==> config.mk <==
export PLATFORM = sky130hd
export DESIGN_NAME = ir_edge_timer
export DESIGN_NICKNAME = d
export VERILOG_FILES = /design/src/rtl/ir_edge_timer.sv
export SDC_FILE = /design/constraint.sdc
export NUM_CORES = 1
export LEC_CHECK = 0
export CORE_ASPECT_RATIO = 1.4
export CORE_UTILIZATION = 40
export CTS_CLUSTER_SIZE = 10
export DETAILED_ROUTE_END_ITERATION = 10
export SLEW_MARGIN = 10
export SYNTH_ARGS = -nofsm -noshare
export SYNTH_HDL_FRONTEND = slang
export SYNTH_SLANG_ARGS = --single-unit
export TNS_END_PERCENT = 30
==> constraint.sdc <==
create_clock -name clock -period 3.6 [get_ports clock]
set_input_delay 0.9 -clock clock [delete_from_list [all_inputs] [get_ports clock]]
set_output_delay 0.9 -clock clock [all_outputs]
set_load 0.01 [all_outputs]
==> src/rtl/ir_edge_timer.sv <==
// IR receiver front end: synchronises and deglitches the raw line, measures each
// mark/space in prescaled ticks and hands {level, width, eof} tokens downstream.
//
// state  | meaning
// -------+-------------------------------------------------------------
// IDLE   | between frames; no tokens, waiting for the first falling edge
// ACTIVE | inside a frame; every edge emits a token, long space ends it
module ir_edge_timer #(
    parameter int CLK_DIV      = 50,
    parameter int GLITCH_LEN   = 4,
    parameter int WIDTH_W      = 16,
    parameter int IDLE_TIMEOUT = 10000
) (
    input  logic               clock,
    input  logic               reset,
    input  logic               ir_in,
    output logic               ir_level,
    output logic               pulse_valid,
    input  logic               pulse_ready,
    output logic               pulse_level,
    output logic [WIDTH_W-1:0] pulse_width,
    output logic               pulse_eof,
    output logic               overflow
);

    localparam int GW = $clog2(GLITCH_LEN + 1);
    localparam int PW = $clog2(CLK_DIV + 1);
    localparam logic [WIDTH_W-1:0] WIDTH_MAX = '1;
    localparam logic [WIDTH_W-1:0] TIMEOUT_W = WIDTH_W'(IDLE_TIMEOUT);

    typedef enum logic {
        S_IDLE,
        S_ACTIVE
    } state_t;

    logic               sync1_q, sync2_q;
    logic [GW-1:0]      filt_cnt_q, filt_cnt_d;
    logic               level_q, level_d;
    logic               level_d1_q;
    logic [PW-1:0]      presc_q, presc_d, presc_eff;
    logic [WIDTH_W-1:0] width_q, width_d;
    state_t             state_q, state_d;
    logic               valid_q, valid_d;
    logic               plevel_q, plevel_d;
    logic [WIDTH_W-1:0] pwidth_q, pwidth_d;
    logic               peof_q, peof_d;
    logic               ovf_q, ovf_d;

    logic               edge_evt, tick, timeout_evt, slot_free;
    logic               tok_evt, tok_level, tok_eof;
    logic [WIDTH_W-1:0] tok_width;

    always_comb begin
        filt_cnt_d = '0;
        level_d    = level_q;
        if (sync2_q != level_q) begin
            if (filt_cnt_q == GW'(GLITCH_LEN - 1)) begin
                level_d = ~level_q;
            end else begin
                filt_cnt_d = filt_cnt_q + 1'b1;
            end
        end
    end

    // The edge cycle itself counts as prescaler phase 0, so a segment of N
    // clocks measures exactly N / CLK_DIV ticks.
    assign edge_evt  = level_q ^ level_d1_q;
    assign presc_eff = edge_evt ? '0 : presc_q;
    assign tick      = (presc_eff == PW'(CLK_DIV - 1));
    assign presc_d   = tick ? '0 : presc_eff + 1'b1;

    assign timeout_evt = (state_q == S_ACTIVE) && level_q && !edge_evt
                         && (width_q == TIMEOUT_W);

    always_comb begin
        width_d = width_q;
        if (edge_evt || timeout_evt) begin
            width_d = '0;
        end else if (tick && (width_q != WIDTH_MAX)) begin
            width_d = width_q + 1'b1;
        end
    end

    always_comb begin
        state_d   = state_q;
        tok_evt   = 1'b0;
        tok_level = 1'b0;
        tok_width = width_q;
        tok_eof   = 1'b0;
        case (state_q)
            S_IDLE: begin
                if (edge_evt && !level_q) begin
                    state_d = S_ACTIVE;
                end
            end
            S_ACTIVE: begin
                if (edge_evt) begin
                    tok_evt   = 1'b1;
                    tok_level = ~level_d1_q;
                end else if (timeout_evt) begin
                    tok_evt   = 1'b1;
                    tok_eof   = 1'b1;
                    tok_width = TIMEOUT_W;
                    state_d   = S_IDLE;
                end
            end
            default: state_d = S_IDLE;
        endcase
    end

    assign slot_free = !valid_q || pulse_ready;

    always_comb begin
        valid_d  = valid_q;
        plevel_d = plevel_q;
        pwidth_d = pwidth_q;
        peof_d   = peof_q;
        ovf_d    = ovf_q;
        if (tok_evt && slot_free) begin
            valid_d  = 1'b1;
            plevel_d = tok_level;
            pwidth_d = tok_width;
            peof_d   = tok_eof;
        end else if (valid_q && pulse_ready) begin
            valid_d = 1'b0;
        end
        if (tok_evt && !slot_free) begin
            ovf_d = 1'b1;
        end
    end

    always_ff @(posedge clock or negedge reset) begin
        if (!reset) begin
            sync1_q    <= 1'b1;
            sync2_q    <= 1'b1;
            filt_cnt_q <= '0;
            level_q    <= 1'b1;
            level_d1_q <= 1'b1;
            presc_q    <= '0;
            width_q    <= '0;
            state_q    <= S_IDLE;
            valid_q    <= 1'b0;
            plevel_q   <= 1'b0;
            pwidth_q   <= '0;
            peof_q     <= 1'b0;
            ovf_q      <= 1'b0;
        end else begin
            sync1_q    <= ir_in;
            sync2_q    <= sync1_q;
            filt_cnt_q <= filt_cnt_d;
            level_q    <= level_d;
            level_d1_q <= level_q;
            presc_q    <= presc_d;
            width_q    <= width_d;
            state_q    <= state_d;
            valid_q    <= valid_d;
            plevel_q   <= plevel_d;
            pwidth_q   <= pwidth_d;
            peof_q     <= peof_d;
            ovf_q      <= ovf_d;
        end
    end

    assign ir_level    = level_q;
    assign pulse_valid = valid_q;
    assign pulse_level = plevel_q;
    assign pulse_width = pwidth_q;
    assign pulse_eof   = peof_q;
    assign overflow    = ovf_q;

endmodule
==> qor.txt <==
Clock latency on the worst-skew pair - 300 ps
GRT overflow - 0
Layout Skew - 5.111 ps
Chip Width - 66.55 µm
Post-synth EDFFs - 0
Vias in the first global route - 1,629
TritonCTS Sinks - 50
Worst hold path stage count - 0
Initial antenna violation count - 0
Synth unique cells - 42
Layout overhead on the synthesized area - 17.53%
Worst R2R End - width_q[15]
Final hold violations - 0
Setup CP Type - flop to flop
Antenna Violating Nets Remaining - 0
Internal - 0.9776 mW
Die Y - 92.37 µm
Worst hold start - sync1_q
Sequential area share after synthesis - 53.83%
Post-synth top flop - dfrtp_1
Slew @ Worst Pin - 613.6 ps
# hold bufs at CTS - 0
R2r startpoint - ir_level
WHS Endpoint - sync2_q
# DRC - 0
CP peak stage delay - 620 ps
Fin area - 0.002743 mm²
Routed WL - 4.510 mm
CP startpoint kind - flop
Rows - 32
Core area - 0.005565 mm²
R2R Setup Slk - 580 ps
Final TNS setup - 0 ps
Vias per cell - 5.357
First-pass GRT wire length - 7.790 mm
Sw frac - 33.84%
Power Dens Cells - 538.8 mW/mm²
Reg power frac - 44.8%
Combinational share of power - 32.2%
Layout Utilization - 49.28%
Initial Util - 41.93%
Final setup fails - 0
DRT Pass-1 Iters - 4
Clock H-tree levels - 2
Total vias in the final route - 1,607
NetSw - 0.5001 mW
I/O Pins - 25
GRT Total Usage - 16.54%
Arrival time at the worst endpoint - 3220 ps
Clock network fraction of total power - 23.0%
Critical Path RT - 3790 ps
Ordered list of cells on the worst path - inv_2 -> ha_1 -> and2_1 -> ha_1 -> nand3b_1 -> nor4b_1 -> nor4b_1 -> xnor2_1 -> nor2_1
Number of max-cap violations - 0
Wire per inst - 15.03 µm
Pin count of the biggest net entering global routing - 50
Fin crit period - 3021 ps
Slowest cell on crit path - nor4b_1
Fill count - 507
Critical Path End Type - flop
Flops & latches, synth - 50
Mapped Nets - 213
Post-Syn Area - 0.002333 mm²
Routability cong. - 0.8189
Total Die Area - 0.006147 mm²
Status - finished, final reports clean
Antenna Cells - 0
Achievable Freq - 0.3310 GHz
Worst Reg-to-Reg Cells - 9
RSZ-0062 raised after global routing - no
Max VDD drop - 0.5214 mV
CTS tree - built
Setup bufs post-CTS - 0
Post-Syn Area per Cell - 11.55 µm²
Max_slew headroom - 59.09%
Crit-path max FO - 11
Setup crit start - ir_level
Cells after Synth - 202
Clk slew on worst S/H paths - 90 ps
Yosys warns - 0
CTS root buf - clkbuf_8
Post-synth ARST share - 100.0%
Worst Hold Class - flop to flop
Final nets - 242
Placed Area - 0.002645 mm²
Fin crit share - 83.91%
# resized after CTS - 0
P_leak - 1.192 nW
Hold_ws - 358.6 ps
Slew Viols, Final - 0
DR iter-0 viols - 53
PortBufs - 24
Clock Path Buffers - 2
CTS buffer count - 5
Hpwl dp - 3.132 mm
Ratio of cells with drive above 1 in the final layout - 13.79%
==> registers in the layout, summed over array words and instances, names as in the netlist <==
| name | flops |
|---|---|
| sync2_q | 1 |
| level_d1_q | 1 |
| pulse_eof | 1 |
| state_q | 1 |
| filt_cnt_q | 3 |
| overflow | 1 |
| ir_level | 1 |
| pulse_width | 16 |
| presc_q | 6 |
| width_q | 16 |
| pulse_valid | 1 |
| pulse_level | 1 |
| sync1_q | 1 |
==> routing by layer <==
layer  track usage (%)  part of all wire [%]
met1             22.51                    46
met2             25.67                    49
met3             3.818                   3.5
met4             5.496                   1.4
met5                 0                     0
==> power groups by stage <==
stage	logic [mW]	clock network [mW]	registers, mW
3_5_place_dp	0.482	0	0.671
6_report	0.476	0.340	0.662
2_1_floorplan	0.350	0	0.673
5_1_grt	0.528	0.375	0.669
4_1_cts	0.487	0.354	0.661
3_3_place_gp	0.477	0	0.670
==> per-stage QoR <==
step	cells	setup WS, ps	total power, mW
finish	300	579.2	1.478
global route	300	377.0	1.572
CTS	300	555.9	1.503
detailed placement	292	599.4	1.154
global placement	292	665.7	1.147
floorplan	202	904.0	1.023
==> cell type report <==
| cell class | instances | area, µm² | share of cell area, % |
|---|---|---|---|
| clock inverters | 2 | 12.51 | 0.4562 |
| multi-input cells | 143 | 1035 | 37.73 |
| repair buffers | 26 | 252.7 | 9.215 |
| clock buffers | 6 | 82.58 | 3.011 |
| well taps | 68 | 85.08 | 3.102 |
| flip-flops and latches | 50 | 1256 | 45.80 |
| inverters | 5 | 18.77 | 0.6843 |
==> cell usage after synthesis, drive strengths merged (3+ instances only) <==
master  number  share of area [%]
nor4b        3                1.1
inv          5               0.80
nor3b        3               0.97
dfstp        4                4.5
nand2       14                2.3
xnor2        6                2.3
nor2        22                3.5
mux2i        3                1.3
o21ai        5                1.1
nand3       10                2.7
nor3         4               0.86
nand4        5                1.3
xor2         8                3.0
a22o         4                1.5
and2         3               0.80
ha           7                3.8
mux2        13                7.2
nand3b       4                1.3
and3         4                1.1
a21oi        5                1.1
dfrtp       46                 49
nor2b        3               0.80
==> logic make-up after synthesis <==
| family | Yosys count | share of synthesized area (%) |
|---|---|---|
| AO/OA/AOI/OAI | 23 | 7.346 |
| AND/OR/NAND/NOR | 83 | 19.46 |
| adder cells (fa/ha/maj) | 7 | 3.753 |
| flip-flops | 50 | 53.83 |
| XOR/XNOR | 14 | 5.255 |
| multiplexers | 16 | 8.526 |
| buffers and inverters | 9 | 1.823 |
==> worst max-delay path by stage <==
stage          slack (ps)  depth (start not counted)     endpoint
2_1_floorplan         900                         11  width_q[15]
3_3_place_gp          670                          9  width_q[15]
3_5_place_dp          600                          9  width_q[15]
4_1_cts               560                          9  width_q[15]
5_1_grt               380                          9  width_q[15]
6_report              580                          9  width_q[15]
==> cells in the final DEF, fill, tap and decap left out, types with 2 or more instances in the layout <==
cell type         n
nor4_1            2
dfstp_2           4
and3_1            4
a311oi_1          2
nor4b_1           3
mux2_4            6
xor2_1            8
nor2b_1           3
dfrtp_1          46
xnor2_1           6
buf_4             3
nand3_1           9
nor3_1            4
a22o_1            4
and2_1            3
clkdlybuf4s50_1  23
a21oi_1           5
o21ai_0           5
nand2b_1          2
nor2_1           22
ha_1              7
nor3b_1           3
nand4_1           5
mux2i_1           3
nand2_1          14
inv_1             4
nand3b_1          4
mux2_2            7
clkbuf_8          6
==> worst max-delay path: cells and delay by family, from the launching register on <==
family                     cells  cell delay (ps)
buffers and inverters          1               60
and+or+nand+nor                5             1450
adders and majority gates      2              650
xor gates and xnor gates       1              160
DFF                            1              590
Power figures use the tool's default switching activity.
==> patch 1, RTL diff (config.mk and constraints unchanged) <==
Change the parameter `CLK_DIV` from 50 to 100.
--- a/src/rtl/ir_edge_timer.sv
+++ b/src/rtl/ir_edge_timer.sv
@@ -8,3 +8,3 @@
 module ir_edge_timer #(
-    parameter int CLK_DIV      = 50,
+    parameter int CLK_DIV      = 100,
     parameter int GLITCH_LEN   = 4,
Check against the original RTL: same outputs for any inputs over 10 cycles, from zero or initial values and one cycle with reset low; that may be too few to reach the edited logic, so the function may still have changed.
==> patch 1 against the unedited design <==
Final cell count up 2.0%; critical endpoint is now width_q[13]; synthesized area up 3.6%; setup slack worse by 100 ps; total power down 2.3%; sequential power up 1%; cell area up 1.3%; count of clock-buffer cells in the layout unchanged; sequential cell count up 1; largest power group unchanged; routed wire length up 2.6%.
==> patch 1: results (changes against the unedited design) <==
stage	metric	value	unit	change
setup_path	Data arrival, critical path	3350	ps	was 3220 ps
setup_path	CP peak stage delay	580	ps	was 620 ps
power_and_ir_drop	Net Switching	493	uW	was 500 uW
global_route	M1 GR Usage	0.214		was 0.225
global_route	initial antenna violation count	0		unchanged
sta	Slew @ Worst Pin	754	ps	was 614 ps
power_and_ir_drop	clock share of power	0.220		was 0.230
logic_synthesis	compound-cell area share of the yosys netlist	0.0678		was 0.0735
min_path	hold_sp	sync1_q		unchanged
detailed_routing	Top Metal Used	met4		unchanged
logic_synthesis	Main synth FF type	dfrtp_1		unchanged
placed_design	IO buf count	24		unchanged
global_route	met3 GRT Util	0.0291		was 0.0382
final_layout	ant diodes	0		unchanged
placed_design	dpl cell area	0.00269	mm^2	was 0.00265 mm^2
detailed_routing	Post-Route M1 WL	2.12	mm	was 2.06 mm
logic_synthesis	synth unique cells	43		was 42
sta	final setup fails	0		unchanged
power_and_ir_drop	maximum VDD drop	0.000361	V	was 0.000521 V
clocking	post-CTS resize count	0		unchanged
min_path	Hold Path Depth	0		unchanged
setup_path	worst r2r src	ir_level		unchanged
logic_synthesis	syn_nets	222		was 213
logic_synthesis	Post-Synth XOR/XNOR Area	0.0616		was 0.0525
final_layout	layout cells sized above 1	0.148		was 0.138
sta	final setup skew	8.18	ps	was 5.11 ps
logic_synthesis	synth top area cells	dfrtp_1 (49%), mux2_4 (5.0%), dfstp_2 (4.3%)		was dfrtp_1 (49%), dfstp_2 (4.5%), mux2_4 (3.9%)
detailed_routing	Avg Vias per Cell	5.23		was 5.36
global_route	gr usage total	0.167		was 0.165
setup_path	reg2reg end	width_q[13]		was width_q[15]
global_route	number of global-route vias before repair	1656		was 1629
detailed_routing	metal3 WL	100	um	was 160 um
detailed_routing	final wirelength	4.63	mm	was 4.51 mm
clocking	postcts setup bufs	0		unchanged
global_route	first-pass GRT wire length	7.92	mm	was 7.79 mm
logic_synthesis	adder-cell share of the synthesized area	0.0310		was 0.0375
global_route	largest net degree at the start of global routing	35		was 50
placed_design	HPWL after DPL	3.39	mm	was 3.13 mm
setup_path	r2r setup slk	470	ps	was 580 ps
placed_design	Placer Congestion	0.844		was 0.819
logic_synthesis	Post-synth ARST share	1.00		unchanged
detailed_routing	DRT iter0 DRCs	85		was 53
global_route	met2 GRT Util	0.277		was 0.257
final_layout	nets	245		was 242
logic_synthesis	register area share after synthesis	0.530		was 0.538
power_and_ir_drop	leakage	1.21	nW	was 1.19 nW
setup_path	worst-path maximum fanout	10		was 11
outcome	status	finished, final reports clean		unchanged
logic_synthesis	post-synthesis mux area share	0.0864		was 0.0853
logic_synthesis	most common library cells after synthesis	dfrtp_1 (47), nor2_1 (21), nand2_1 (13)		was dfrtp_1 (46), nor2_1 (22), nand2_1 (14)
detailed_routing	First-pass DRT Iterations	4		unchanged
detailed_routing	met2 wire length	2.35	mm	was 2.23 mm
power_and_ir_drop	Comb pwr share	0.316		was 0.322
setup_path	critical path's top delay family	simple AND/OR/NAND/NOR gates		unchanged
setup_path	Worst path slowest cell	dfstp_2		was nor4b_1
==> patch 1: cell types whose count changed after synthesis, moves of 3 or more <==
cell | unedited run | this run
or4b_1 | 0 | 3
nand3_1 | 9 | 12
nor4_1 | 2 | 5
nand3b_1 | 4 | 0
clkbuf_1 | 2 | 5
or2_2 | 0 | 3
nor4b_1 | 3 | 0
==> patch 1: layout make-up <==
type                       instances  area (um^2)
clock buffer                       6         72.6
clock inverter                     2         12.5
fill                             552         3080
inverter                           5         18.8
multi-input combinational        146         1060
sequential                        51         1280
tap                               70         87.6
timing repair buffer              26          250
==> patch 1: stage by stage <==
step | worst slack (ps) | power, mW | hold slack, ps | cells
after floorplan | 810 | 1.03 | 345 | 212
after global placement | 638 | 1.15 | 346 | 298
after detailed placement | 511 | 1.15 | 348 | 298
after CTS | 471 | 1.48 | 362 | 306
after global routing | 233 | 1.54 | 363 | 306
final | 475 | 1.44 | 359 | 306
==> patch 2, RTL diff (same flow settings) <==
Without the edit above. Make the reset (`reset`) synchronous in one clocked block.
--- a/src/rtl/ir_edge_timer.sv
+++ b/src/rtl/ir_edge_timer.sv
@@ -131,3 +131,3 @@
 
-    always_ff @(posedge clock or negedge reset) begin
+    always_ff @(posedge clock) begin
         if (!reset) begin
Formal check against the unedited RTL: differs if reset is asserted again (counterexample within 10 cycles, from zero or initial values and one cycle with reset low); with reset held inactive, the same outputs for 10 cycles.
==> patch 2 against the unedited design <==
Setup slack improved by 280 ps; count of clock-buffer cells in the layout unchanged; cell area increased by 0.14%; sequential cell count unchanged; synthesized area increased by 1.2%; routed wire length increased by 18%; critical path type unchanged.
Power is not compared: it rests on default switching activity, and its combinational part moved more than twofold at a synthesized area within 25%.
==> patch 2: results (changes against the unedited design) <==
stage	metric	value	unit	change
outcome	status	finished, final reports clean		unchanged
clocking	CTS clk-pin slew, worst paths	100	ps	
power_and_ir_drop	leakage	0.977	nW	
clocking	TritonCTS buffer count	5		unchanged
sta	Final min period	2740	ps	was 3020 ps
logic_synthesis	syn_nets	279		was 213
logic_synthesis	synth top area cells	dfxtp_1 (42%), nand2_1 (5.9%), ha_1 (4.2%)		was dfrtp_1 (49%), dfstp_2 (4.5%), mux2_4 (3.9%)
clocking	clk buf depth	2		unchanged
detailed_routing	final wirelength	5.34	mm	was 4.51 mm
final_layout	ant diodes	0		unchanged
sta	Worst slew margin	0.578		was 0.591
detailed_routing	Avg Vias per Cell	5.57		was 5.36
logic_synthesis	most common library cells after synthesis	dfxtp_1 (50), nand2_1 (37), a21oi_1 (13), inv_1 (13), nor2_1 (13)		was dfrtp_1 (46), nor2_1 (22), nand2_1 (14)
logic_synthesis	YS warnings	0		unchanged
min_path	Min-Delay Path Class	reg -> reg		unchanged
placed_design	IO buf count	24		unchanged
placed_design	dpl cell area	0.00264	mm^2	was 0.00265 mm^2
placed_design	Placer Congestion	0.809		was 0.819
setup_path	Data arrival, critical path	2970	ps	was 3220 ps
global_route	number of global-route vias before repair	1853		was 1629
clocking	clock latency at the later pin of the worst-skew pair	300	ps	about the same
placed_design	Placement Setup Slack	853	ps	was 599 ps
sta	hold_ws	423	ps	was 359 ps
sta	final setup skew	9.34	ps	was 5.11 ps
setup_path	r2r setup slk	860	ps	was 580 ps
logic_synthesis	Post-synth ARST share	0		was 1.00
logic_synthesis	register area share after synthesis	0.424		was 0.538
logic_synthesis	synth unique cells	43		was 42
clocking	H-tree levels	2		unchanged
clocking	clk root buf	clkbuf_8		unchanged
global_route	first-pass GRT wire length	8.76	mm	was 7.79 mm
global_route	gr usage total	0.184		was 0.165
clocking	post-CTS resize count	0		unchanged
detailed_routing	First-pass DRT Iterations	4		unchanged
detailed_routing	DRT iter0 DRCs	115		was 53
clocking	postcts setup bufs	0		unchanged
final_layout	layout cells sized above 1	0.0629		was 0.138
setup_path	worst-path maximum fanout	12		was 11
power_and_ir_drop	maximum VDD drop	0.000184	V	
global_route	largest net degree at the start of global routing	29		was 50
placed_design	HPWL after DPL	3.83	mm	was 3.13 mm
final_layout	nets	297		was 242
global_route	initial antenna violation count	0		unchanged
-- patch 2: changes by cell type after synthesis, sizes merged, moves of 6 or more --
| cell | unedited run | this run |
|---|---|---|
| or4 | 1 | 7 |
| dfrtp | 46 | 0 |
| nand2 | 14 | 37 |
| a21oi | 5 | 13 |
| inv | 5 | 13 |
| clkbuf | 2 | 8 |
| dfxtp | 0 | 50 |
| mux2 | 13 | 0 |
| o31ai | 1 | 9 |
| mux2i | 3 | 10 |
| nor2 | 22 | 13 |
-- patch 2: cell families after synthesis --
logic type,synth area share
compound gates,0.154
xor+xnor,0.0185
fa+ha+maj,0.0424
buf+inv,0.0482
flops,0.424
mux,0.0424
simple gates,0.270
-- patch 2: area by class of cell --
cell class | count | area (um^2)
timing repair buffer | 26 | 255
clock inverter | 2 | 37.5
sequential | 50 | 1000
clock buffer | 6 | 72.6
tap | 68 | 85.1
fill | 549 | 2860
multi-input combinational | 189 | 1250
inverter | 13 | 48.8
-- patch 2: final timing paths --
kind         cells past startpoint             to          start
max                              8     width_q[9]       ir_level
min                              1  filt_cnt_q[0]  filt_cnt_q[0]
max reg2reg                      8     width_q[9]       ir_level
min reg2reg                      1  filt_cnt_q[0]  filt_cnt_q[0]
-- patch 2: metrics by stage --
step	total power, mW	std cells
floorplan	0.590	267
global placement	0.598	346
detailed placement	0.598	346
CTS	0.992	354
global route	1.01	354
finish	0.980	354
-- patch 2: per-layer routing --
metal | wire length [um] | vias to the layer above | global-route usage | part of all wire
met4 | 46 | 0 | 0.0532 | 0.0086
met5 | 0 | - | 0 | 0
li1 | - | 1010 | - | -
met3 | 167 | 5 | 0.0259 | 0.031
met1 | 2410 | 919 | 0.226 | 0.45
met2 | 2720 | 38 | 0.325 | 0.51
-- patch 2: power breakdown --
part,total (mW),internal [mW],switching [mW]
Clock,0.395,0.208,0.188
Sequential,0.559,0.557,0.00259
Combinational,0.0254,0.00982,0.0156
Total,0.980,0.774,0.206
-- patch 2: worst max-delay path, cell delays in order (launching register included) --
cell,delay [ps]
dfxtp_1,430
inv_1,100
ha_1,480
and2_1,230
ha_1,150
and2_1,190
nand4_1,330
or4_1,600
a21oi_1,160
